<file path="src/rtl/key_pkg.sv">
// Shared key codes and click-FSM state type for the key parameter controller.
// Key events are active-low one-hot pulses; all-ones means no event.
package key_pkg;

  localparam logic [2:0] KEY_NONE = 3'b111;
  localparam logic [2:0] KEY_UP   = 3'b110;
  localparam logic [2:0] KEY_DOWN = 3'b101;
  localparam logic [2:0] KEY_MODE = 3'b011;

  typedef enum logic [0:0] {
    ST_IDLE  = 1'b0,
    ST_WAIT2 = 1'b1
  } state_t;

endpackage

</file>
<file path="src/rtl/key_click_timer.sv">
// MODE click classifier: single/double strobes decoded from registered FSM state and the
// current MODE event, so they are valid in the cycle the decision is made; no backpressure.
module key_click_timer #(
  parameter int DCLK_WIN = 25_000_000
) (
  input  logic clk,
  input  logic rst_n,
  input  logic i_mode,
  output logic o_single,
  output logic o_double
);
  import key_pkg::*;

  localparam int              CNT_W    = $clog2(DCLK_WIN);
  localparam logic [CNT_W-1:0] CNT_LAST = CNT_W'(DCLK_WIN - 1);

  state_t           r_state;
  logic [CNT_W-1:0] r_cnt;
  logic             w_last;

  assign w_last = (r_cnt == CNT_LAST);

  always_ff @(posedge clk or negedge rst_n) begin
    if (!rst_n) begin
      r_state <= ST_IDLE;
      r_cnt   <= '0;
    end else begin
      case (r_state)
        ST_IDLE: begin
          if (i_mode) begin
            r_state <= ST_WAIT2;
            r_cnt   <= '0;
          end
        end
        ST_WAIT2: begin
          // A second click on the final window cycle still counts as a double-click.
          if (i_mode || w_last) begin
            r_state <= ST_IDLE;
            r_cnt   <= '0;
          end else begin
            r_cnt <= r_cnt + CNT_W'(1);
          end
        end
        default: begin
          r_state <= ST_IDLE;
          r_cnt   <= '0;
        end
      endcase
    end
  end

  assign o_double = (r_state == ST_WAIT2) && i_mode;
  assign o_single = (r_state == ST_WAIT2) && !i_mode && w_last;

endmodule

</file>
<file path="src/rtl/key_param_ctrl.sv">
// Turns debounced key pulses into parameter-bank edits, selection advance and confirm.
// Latency 1 cycle for value/upd/confirm; no backpressure, every event is consumed.
module key_param_ctrl #(
  parameter int NUM_PARAM = 4,
  parameter int SEL_W     = 2,
  parameter int VAL_W     = 8,
  parameter int VAL_MAX   = 255,
  parameter int STEP      = 1,
  parameter int DCLK_WIN  = 25_000_000
) (
  input  logic                       clk,
  input  logic                       rst_n,
  input  logic [2:0]                 key_value,
  output logic [SEL_W-1:0]           param_sel,
  output logic [VAL_W-1:0]           param_val,
  output logic [NUM_PARAM*VAL_W-1:0] param_bus,
  output logic                       upd,
  output logic                       confirm
);
  import key_pkg::*;

  localparam logic [VAL_W:0]   MAX_X    = (VAL_W + 1)'(VAL_MAX);
  localparam logic [VAL_W:0]   STEP_X   = (VAL_W + 1)'(STEP);
  localparam logic [SEL_W-1:0] SEL_LAST = SEL_W'(NUM_PARAM - 1);

  logic [VAL_W-1:0] r_val [NUM_PARAM];
  logic [SEL_W-1:0] r_sel;
  logic             r_upd;
  logic             r_confirm;

  logic             w_up;
  logic             w_down;
  logic             w_mode;
  logic             w_single;
  logic             w_double;
  logic [VAL_W-1:0] w_cur;
  logic [VAL_W:0]   w_sum;
  logic [VAL_W:0]   w_diff;
  logic [VAL_W-1:0] w_next;
  logic             w_chg;
  logic [SEL_W-1:0] w_sel_nxt;

  // Exact-match decode drops idle and any multi-key vector.
  assign w_up   = (key_value == KEY_UP);
  assign w_down = (key_value == KEY_DOWN);
  assign w_mode = (key_value == KEY_MODE);

  key_click_timer #(
    .DCLK_WIN (DCLK_WIN)
  ) u_click (
    .clk      (clk),
    .rst_n    (rst_n),
    .i_mode   (w_mode),
    .o_single (w_single),
    .o_double (w_double)
  );

  assign w_cur  = r_val[r_sel];
  assign w_sum  = {1'b0, w_cur} + STEP_X;
  assign w_diff = {1'b0, w_cur} - STEP_X;

  // The extra top bit carries overflow on UP and borrow on DOWN.
  always_comb begin
    w_next = w_cur;
    if (w_up) begin
      w_next = (w_sum > MAX_X) ? MAX_X[VAL_W-1:0] : w_sum[VAL_W-1:0];
    end else if (w_down) begin
      w_next = w_diff[VAL_W] ? '0 : w_diff[VAL_W-1:0];
    end
  end

  assign w_chg     = (w_next != w_cur);
  assign w_sel_nxt = (r_sel == SEL_LAST) ? '0 : r_sel + SEL_W'(1);

  always_ff @(posedge clk or negedge rst_n) begin
    if (!rst_n) begin
      for (int i = 0; i < NUM_PARAM; i++) begin
        r_val[i] <= '0;
      end
      r_sel     <= '0;
      r_upd     <= 1'b0;
      r_confirm <= 1'b0;
    end else begin
      r_upd     <= w_chg;
      r_confirm <= w_double;
      if (w_chg) begin
        r_val[r_sel] <= w_next;
      end
      if (w_single) begin
        r_sel <= w_sel_nxt;
      end
    end
  end

  always_comb begin
    param_bus = '0;
    for (int i = 0; i < NUM_PARAM; i++) begin
      param_bus[i*VAL_W +: VAL_W] = r_val[i];
    end
  end

  assign param_sel = r_sel;
  assign param_val = w_cur;
  assign upd       = r_upd;
  assign confirm   = r_confirm;

endmodule

</file>
<file path="config.mk">
export PLATFORM = sky130hd
export DESIGN_NAME = key_param_ctrl
export DESIGN_NICKNAME = d
export VERILOG_FILES = /design/src/rtl/key_pkg.sv /design/src/rtl/key_click_timer.sv /design/src/rtl/key_param_ctrl.sv
export SDC_FILE = /design/constraint.sdc
export NUM_CORES = 1
export LEC_CHECK = 0
export BUFFER_PORTS_ARGS = -buffer_cell sky130_fd_sc_hd__buf_2
export CAP_MARGIN = 20
export CORE_MARGIN = 2
export CORE_UTILIZATION = 35
export DETAILED_ROUTE_END_ITERATION = 8
export PLACE_DENSITY = 0.65
export SYNTH_ARGS = -nofsm -noshare
export SYNTH_HDL_FRONTEND = slang
export SYNTH_HIERARCHICAL = 1
export SYNTH_SLANG_ARGS = --single-unit
</file>
<file path="constraint.sdc">
create_clock -name clk -period 4.15 [get_ports clk]
set_clock_uncertainty 0.15 [all_clocks]
set_input_delay 0.2075 -clock clk [delete_from_list [all_inputs] [get_ports clk]]
set_output_delay 0.2075 -clock clk [all_outputs]
set_load 0.01 [all_outputs]
</file>
==> results.yml, run 1 <==
run_status:
  status: "completed"
worst_setup_path:
  reg2reg_to: "param_bus[21]$_DFFE_PN0P_"
  cpPeakStageDelay_ps: 640
  required_ps: 4230
  cp_max_fo: 10
  r2r-start: "param_sel[0]$_DFFE_PN0P_"
  critical_path.cell_chain: "mux4_2 > inv_1 > ha_1 > nand4b_1 > or4_4 > o311ai_4 > a21boi_4 > o31ai_4 > mux2_1"
  cp-start-kind: "flop"
  cp_slowest_cell: "mux4_2"
  crit_arrival_ps: 3780
  reg2reg_slack_ps: 440
  cp-end-kind: "flop"
  worstSetupPathType: "flop to flop"
  r2r_cells: 9
placement:
  portBuffers: 48
  dpl.hpwl_um: 6670
  place.gp.congestion: 0.925
cells_and_area:
  syn_to_final_growth_pct: 14.9
  final_nets: 419
  drive_above_1_share: 0.226
  num_antenna_cells: 0
  num-fill-cells: 1026
power:
  p_sw_w: 0.000771
  clkPwrFrac: 0.282
  p_int_w: 0.00120
  seqPwrFrac: 0.367
  swShare: 0.392
  peakVddDrop_uv: 191
  leakagePower_nw: 1.99
  powerDensity_mw_per_mm2: 457
  finalPower_w: 0.00197
  pwr-share-comb: 0.351
clocking:
  clkLatencyLatePin_ps: 350
  cts_buffers: 9
  clock_sinks: 62
  path_clk_slew_ps: 80
  cts_root_buf: "clkbuf_8"
  ctsResizeCount: 0
  htree_levels: 3
  cts.path.max_buffers: 2
  tritoncts: "done"
floorplanning:
  core_area_mm2: 0.0104
  pin_count: 49
  die_w_um: 107
  row_count: 37
  initial_core_util: 0.361
  die_y_um: 107
  dieArea_mm2: 0.0115
global_routing:
  overflow: 0
  grt_pass1_vias: 2999
  grt_max_degree: 34
  groute.usage.overall: 0.169
  antenna_found_initial: 0
  grt_first_pass_wirelength_um: 15400
route:
  routed.top_layer: "met4"
  met2WireLength_um: 4500
  wl_per_cell_um: 16.9
  drtPass1Iterations: 4
  via_count: 3080
  dr_wl_met3_um: 476
  dr.first_iter.drc_count: 235
  routed_wl_um: 9290
  via_per_inst: 5.62
  wl_met1_um: 4150
  ant_nets: 0
  drc: 0
synth:
  synth-seq-cells: 62
  synth.distinct_cells: 64
  async_flop_share: 1.00
  syn_area_per_cell_um2: 10.4
  synth-edff-count: 0
  synth_ff_type: "dfrtp_1"
  yosysWarnings: 6
  yosys-top-cells-area: "dfrtp_1 41%, mux2_1 8.4%, mux4_2 4.8%, nand2_1 2.6%, a21oi_1 2.5%"
  synth_common_cells: "62 x dfrtp_1, 28 x mux2_1, 26 x nand2_1, 19 x a21oi_1, 19 x nor2_1"
  yosysTopAreaCell: "dfrtp_1"
  syn_inst: 361
  synth_top_area_share: 0.414
  synth.net_count: 373
  synth_most_common_cell: "dfrtp_1"
  seq_area_frac_synth: 0.414
  synth_area_mm2: 0.00374
run:
  maxCapViolCount: 0
timing:
  fin_crit_ps: 3710
  setup_viol: 0
  maxSlewViolCount: 0
  max-slew-margin-rel: 0.366
  max_freq_mhz: 270
  worstMarginPinSlew_ps: 947
  finalSetupTns_ps: 0
  finalHoldViolCount: 0
  finalCritPeriodShare: 0.893
  rsz0062_at_grt: "false"
  whs_ps: 182
min_path:
  worstHoldStart: "key_value[2]"
  hold_path_class: "input pin to flop"
  hold_end: "u_click/r_cnt[17]$_DFFE_PN0P_"
  worstHoldPathCells: 3
==> metrics by stage <==
step | instance area (um2) | setup WS [ps] | util | instances
floorplan | 3740 | 447 | - | 361
detailed placement | 4090 | 434 | 0.394 | 531
global placement | 4090 | 555 | 0.394 | 531
CTS | 4300 | 417 | 0.415 | 548
finish | 4300 | 444 | 0.415 | 548
global route | 4300 | 264 | 0.415 | 548
==> placed cells by master, fill, tap and decap left out, types with 10 or more instances in the layout <==
cell type,synthesis,layout
nor2_1,19,19
a31oi_1,10,10
dfrtp_1,62,62
mux2_1,28,28
a21oi_1,19,19
nand2_1,26,26
o21ai_0,15,15
buf_2,3,48
or3_1,10,10
inv_1,18,18
nand3_1,17,17
==> routing by layer <==
layer,global-route usage,vias to the layer above
met3,0.0303,17
met4,0.0623,0
met5,0,-
li1,-,1459
met2,0.277,106
met1,0.224,1498
==> power groups by stage <==
stage / Combinational (W) / Clock, W / Sequential [W]
after floorplan: 0.000495 / 0 / 0.000731
after global placement: 0.000671 / 0 / 0.000731
after detailed placement: 0.000690 / 0 / 0.000733
after CTS: 0.000693 / 0.000572 / 0.000721
after global routing: 0.000766 / 0.000592 / 0.000734
final: 0.000691 / 0.000555 / 0.000722
==> worst max path at each step <==
stage                                   from  slack, ps  depth (start not counted)                   endpoint
floorplan           param_sel[0]$_DFFE_PN0P_        450                         11   param_bus[0]$_DFFE_PN0P_
global placement    param_sel[0]$_DFFE_PN0P_        550                          9  param_bus[24]$_DFFE_PN0P_
detailed placement  param_sel[0]$_DFFE_PN0P_        430                          9  param_bus[20]$_DFFE_PN0P_
CTS                 param_sel[0]$_DFFE_PN0P_        420                          9  param_bus[20]$_DFFE_PN0P_
global route        param_sel[0]$_DFFE_PN0P_        260                          9  param_bus[21]$_DFFE_PN0P_
finish              param_sel[0]$_DFFE_PN0P_        440                          9  param_bus[21]$_DFFE_PN0P_
==> worst max-delay path, delay by kind of cell, from the launching register on <==
family | cells | cell delay [ps]
DFF | 1 | 400
muxes | 2 | 1020
and+or+nand+nor | 2 | 730
AOI/OAI and AO/OA | 3 | 990
buffers and inverters | 1 | 140
adders and majority gates | 1 | 150
==> registers in the layout (all words and copies together) (netlist names) <==
| register | flops |
|---|---|
| upd | 1 |
| u_click/r_state | 1 |
| u_click/r_cnt | 25 |
| param_sel | 2 |
| param_bus | 32 |
| confirm | 1 |
==> cell type report <==
cell class                      count  area, um2  share of cell area
Clock inverter                      7       80.1              0.0186
Sequential cell                    62       1550               0.360
Multi-Input combinational cell    263       2030               0.472
Timing Repair Buffer               53        280              0.0651
Clock buffer                        9        124              0.0288
Inverter                           18       67.6              0.0157
Tap cell                          136        170              0.0395
==> cell families after synthesis <==
family	Yosys count	synth area share
buf+inv	36	0.0434
compound gates	88	0.185
xor+xnor	2	0.00468
simple gates	126	0.185
flops	62	0.414
mux	40	0.143
fa+ha+maj	7	0.0234
==> timing repair <==
item	CTS	global route
hold endpoints to repair	31	0
hold buffers	1	0
buffers inserted	0	0
(Power assumes the default switching activity.)
==> run 2, diff against run 1 <==
clock period = 3.9 ns   (was 4.15 ns; I/O delays follow)
==> run 2 against run 1 <==
Compared with the run above: cell area decreased by 0.29%; sequential cell count unchanged; core utilization decreased by 0.12 points; critical endpoint is now param_bus[19]$_DFFE_PN0P_; largest power group unchanged.
==> results.yml, run 2 (synthesized netlist as in run 1, its figures left out) <==
worst_setup_path:
  crit_arrival_ps: 3650
  worstSetupPathType: "flop to flop"
  required_ps: 3960
  critical_path.cell_chain: "buf_4 > mux4_2 > or4_4 > o311ai_4 > a21boi_4 > o31ai_4 > mux2_1"
  cp_slowest_cell: "mux4_2"
  r2r_cells: 7
  cp_max_fo: 10
  cp-start-kind: "flop"
  path_buf_inv: 1
  cp_num_cells: 7
  cp-end-kind: "flop"
  cpPeakStageDelay_ps: 650
  crit_family: "multiplexers"
global_routing:
  overflow: 0
  grt_first_pass_wirelength_um: 15300
  grt_pass1_vias: 2955
  antenna_found_initial: 0
  groute.usage.overall: 0.167
  grt_max_degree: 34
route:
  via_per_inst: 5.65
  via_count: 3110
  drtPass1Iterations: 4
  ant_nets: 0
  drc: 0
  dr.first_iter.drc_count: 287
  wl_per_cell_um: 16.8
  routed_wl_um: 9250
clocking:
  postCtsSetupBuffers: 0
  clock_sinks: 62
  htree_levels: 3
  cts_root_buf: "clkbuf_8"
  cts.path.max_buffers: 2
  cts_buffers: 9
  path_clk_slew_ps: 70
  clkLatencyLatePin_ps: 340
  tritoncts: "done"
power:
  p_sw_w: 0.000819
  finalPower_w: 0.00203
  seqPwrFrac: 0.379
  p_int_w: 0.00121
  swShare: 0.403
  pwr-share-comb: 0.369
  powerDensity_mw_per_mm2: 474
  clkPwrFrac: 0.252
  peakVddDrop_uv: 206
  leakagePower_nw: 1.99
timing:
  max_freq_mhz: 279
  finalCritPeriodShare: 0.920
  worstMarginPinSlew_ps: 984
  maxSlewViolCount: 0
  finalHoldViolCount: 0
  rsz0062_at_grt: "false"
  finalSetupTns_ps: 0
  max-slew-margin-rel: 0.342
  fin_crit_ps: 3590
  setup_viol: 0
floorplanning:
  core_area_mm2: 0.0104
  pin_count: 49
  row_count: 37
  initial_core_util: 0.361
  die_y_um: 107
  dieArea_mm2: 0.0115
  die_w_um: 107
run:
  maxCapViolCount: 0
cells_and_area:
  syn_to_final_growth_pct: 14.6
  drive_above_1_share: 0.229
  num_antenna_cells: 0
  num-fill-cells: 1038
  final_common_cell: "dfrtp_1"
  final_nets: 421
  final_cell_mix: "62 x dfrtp_1, 48 x buf_2, 28 x mux2_1"
  largest_reg_flops: 32
run_status:
  status: "completed"
min_path:
  worstHoldPathCells: 4
  hold_path_class: "input pin to flop"
placement:
  place.gp.congestion: 0.884
  dpl.hpwl_um: 6740
  portBuffers: 48
## run 2: changes by cell type in the layout (fill, tap and decap cells not counted), sizes merged
| cell | change |
|---|---|
| buf | +2 |
| bufinv | -1 |
| inv | +1 |
## run 2: path summary, 6_finish.rpt
check	from	end	slack, ps
min reg2reg	u_click/r_cnt[24]$_DFFE_PN0P_	u_click/r_cnt[24]$_DFFE_PN0P_	330
max	param_sel[0]$_DFFE_PN0P_	param_bus[19]$_DFFE_PN0P_	310
min in group asynchronous	rst_n	u_click/r_cnt[21]$_DFFE_PN0P_	280
max in group asynchronous	rst_n	u_click/r_cnt[7]$_DFFE_PN0P_	2430
min	key_value[2]	u_click/r_cnt[17]$_DFFE_PN0P_	210
max reg2reg	param_sel[0]$_DFFE_PN0P_	param_bus[19]$_DFFE_PN0P_	310
## run 2: layer usage
layer,track usage,routed length [um],vias to the layer above
met4,0.0476,114,0
met1,0.225,4160,1537
met2,0.270,4490,96
li1,-,-,1467
met5,0,0,-
met3,0.0381,480,10
## run 2: area by class of cell
class	instances	area [um2]	share of cell area
clock buffer	9	124	0.0289
multi-input combinational	263	2030	0.473
sequential	62	1550	0.362
timing repair buffer	55	295	0.0688
clock inverter	7	52.6	0.0122
tap	136	170	0.0397
inverter	18	67.6	0.0157
## run 2: tightest hold or removal path, cell delays in order
cell    delay [ps]
buf_2          140
nor3_1          60
buf_4          160
nor2_1          90
## run 2: per-stage QoR
step / utilization / setup slack, ps / hold WS [ps] / instance area [um2] / std cells
2_1_floorplan: - / 197 / -251 / 3740 / 361
3_3_place_gp: 0.396 / 381 / 128 / 4110 / 533
3_5_place_dp: 0.396 / 300 / 131 / 4110 / 533
4_1_cts: 0.414 / 285 / 201 / 4290 / 550
5_1_grt: 0.414 / 146 / 222 / 4290 / 550
6_report: 0.414 / 312 / 215 / 4290 / 550
## run 2: power by group through the flow
stage	Sequential, W	Clock (W)	Combinational, W
after detailed placement	0.000781	0	0.000743
after global routing	0.000781	0.000559	0.000823
after floorplan	0.000778	0	0.000527
final	0.000770	0.000512	0.000751
after global placement	0.000780	0	0.000726
after CTS	0.000768	0.000534	0.000747
## run 2: repair_timing
item	4_1_cts	5_1_grt
hold buffers	1	0
hold endpoints to repair	29	0
gates resized for setup	0	0
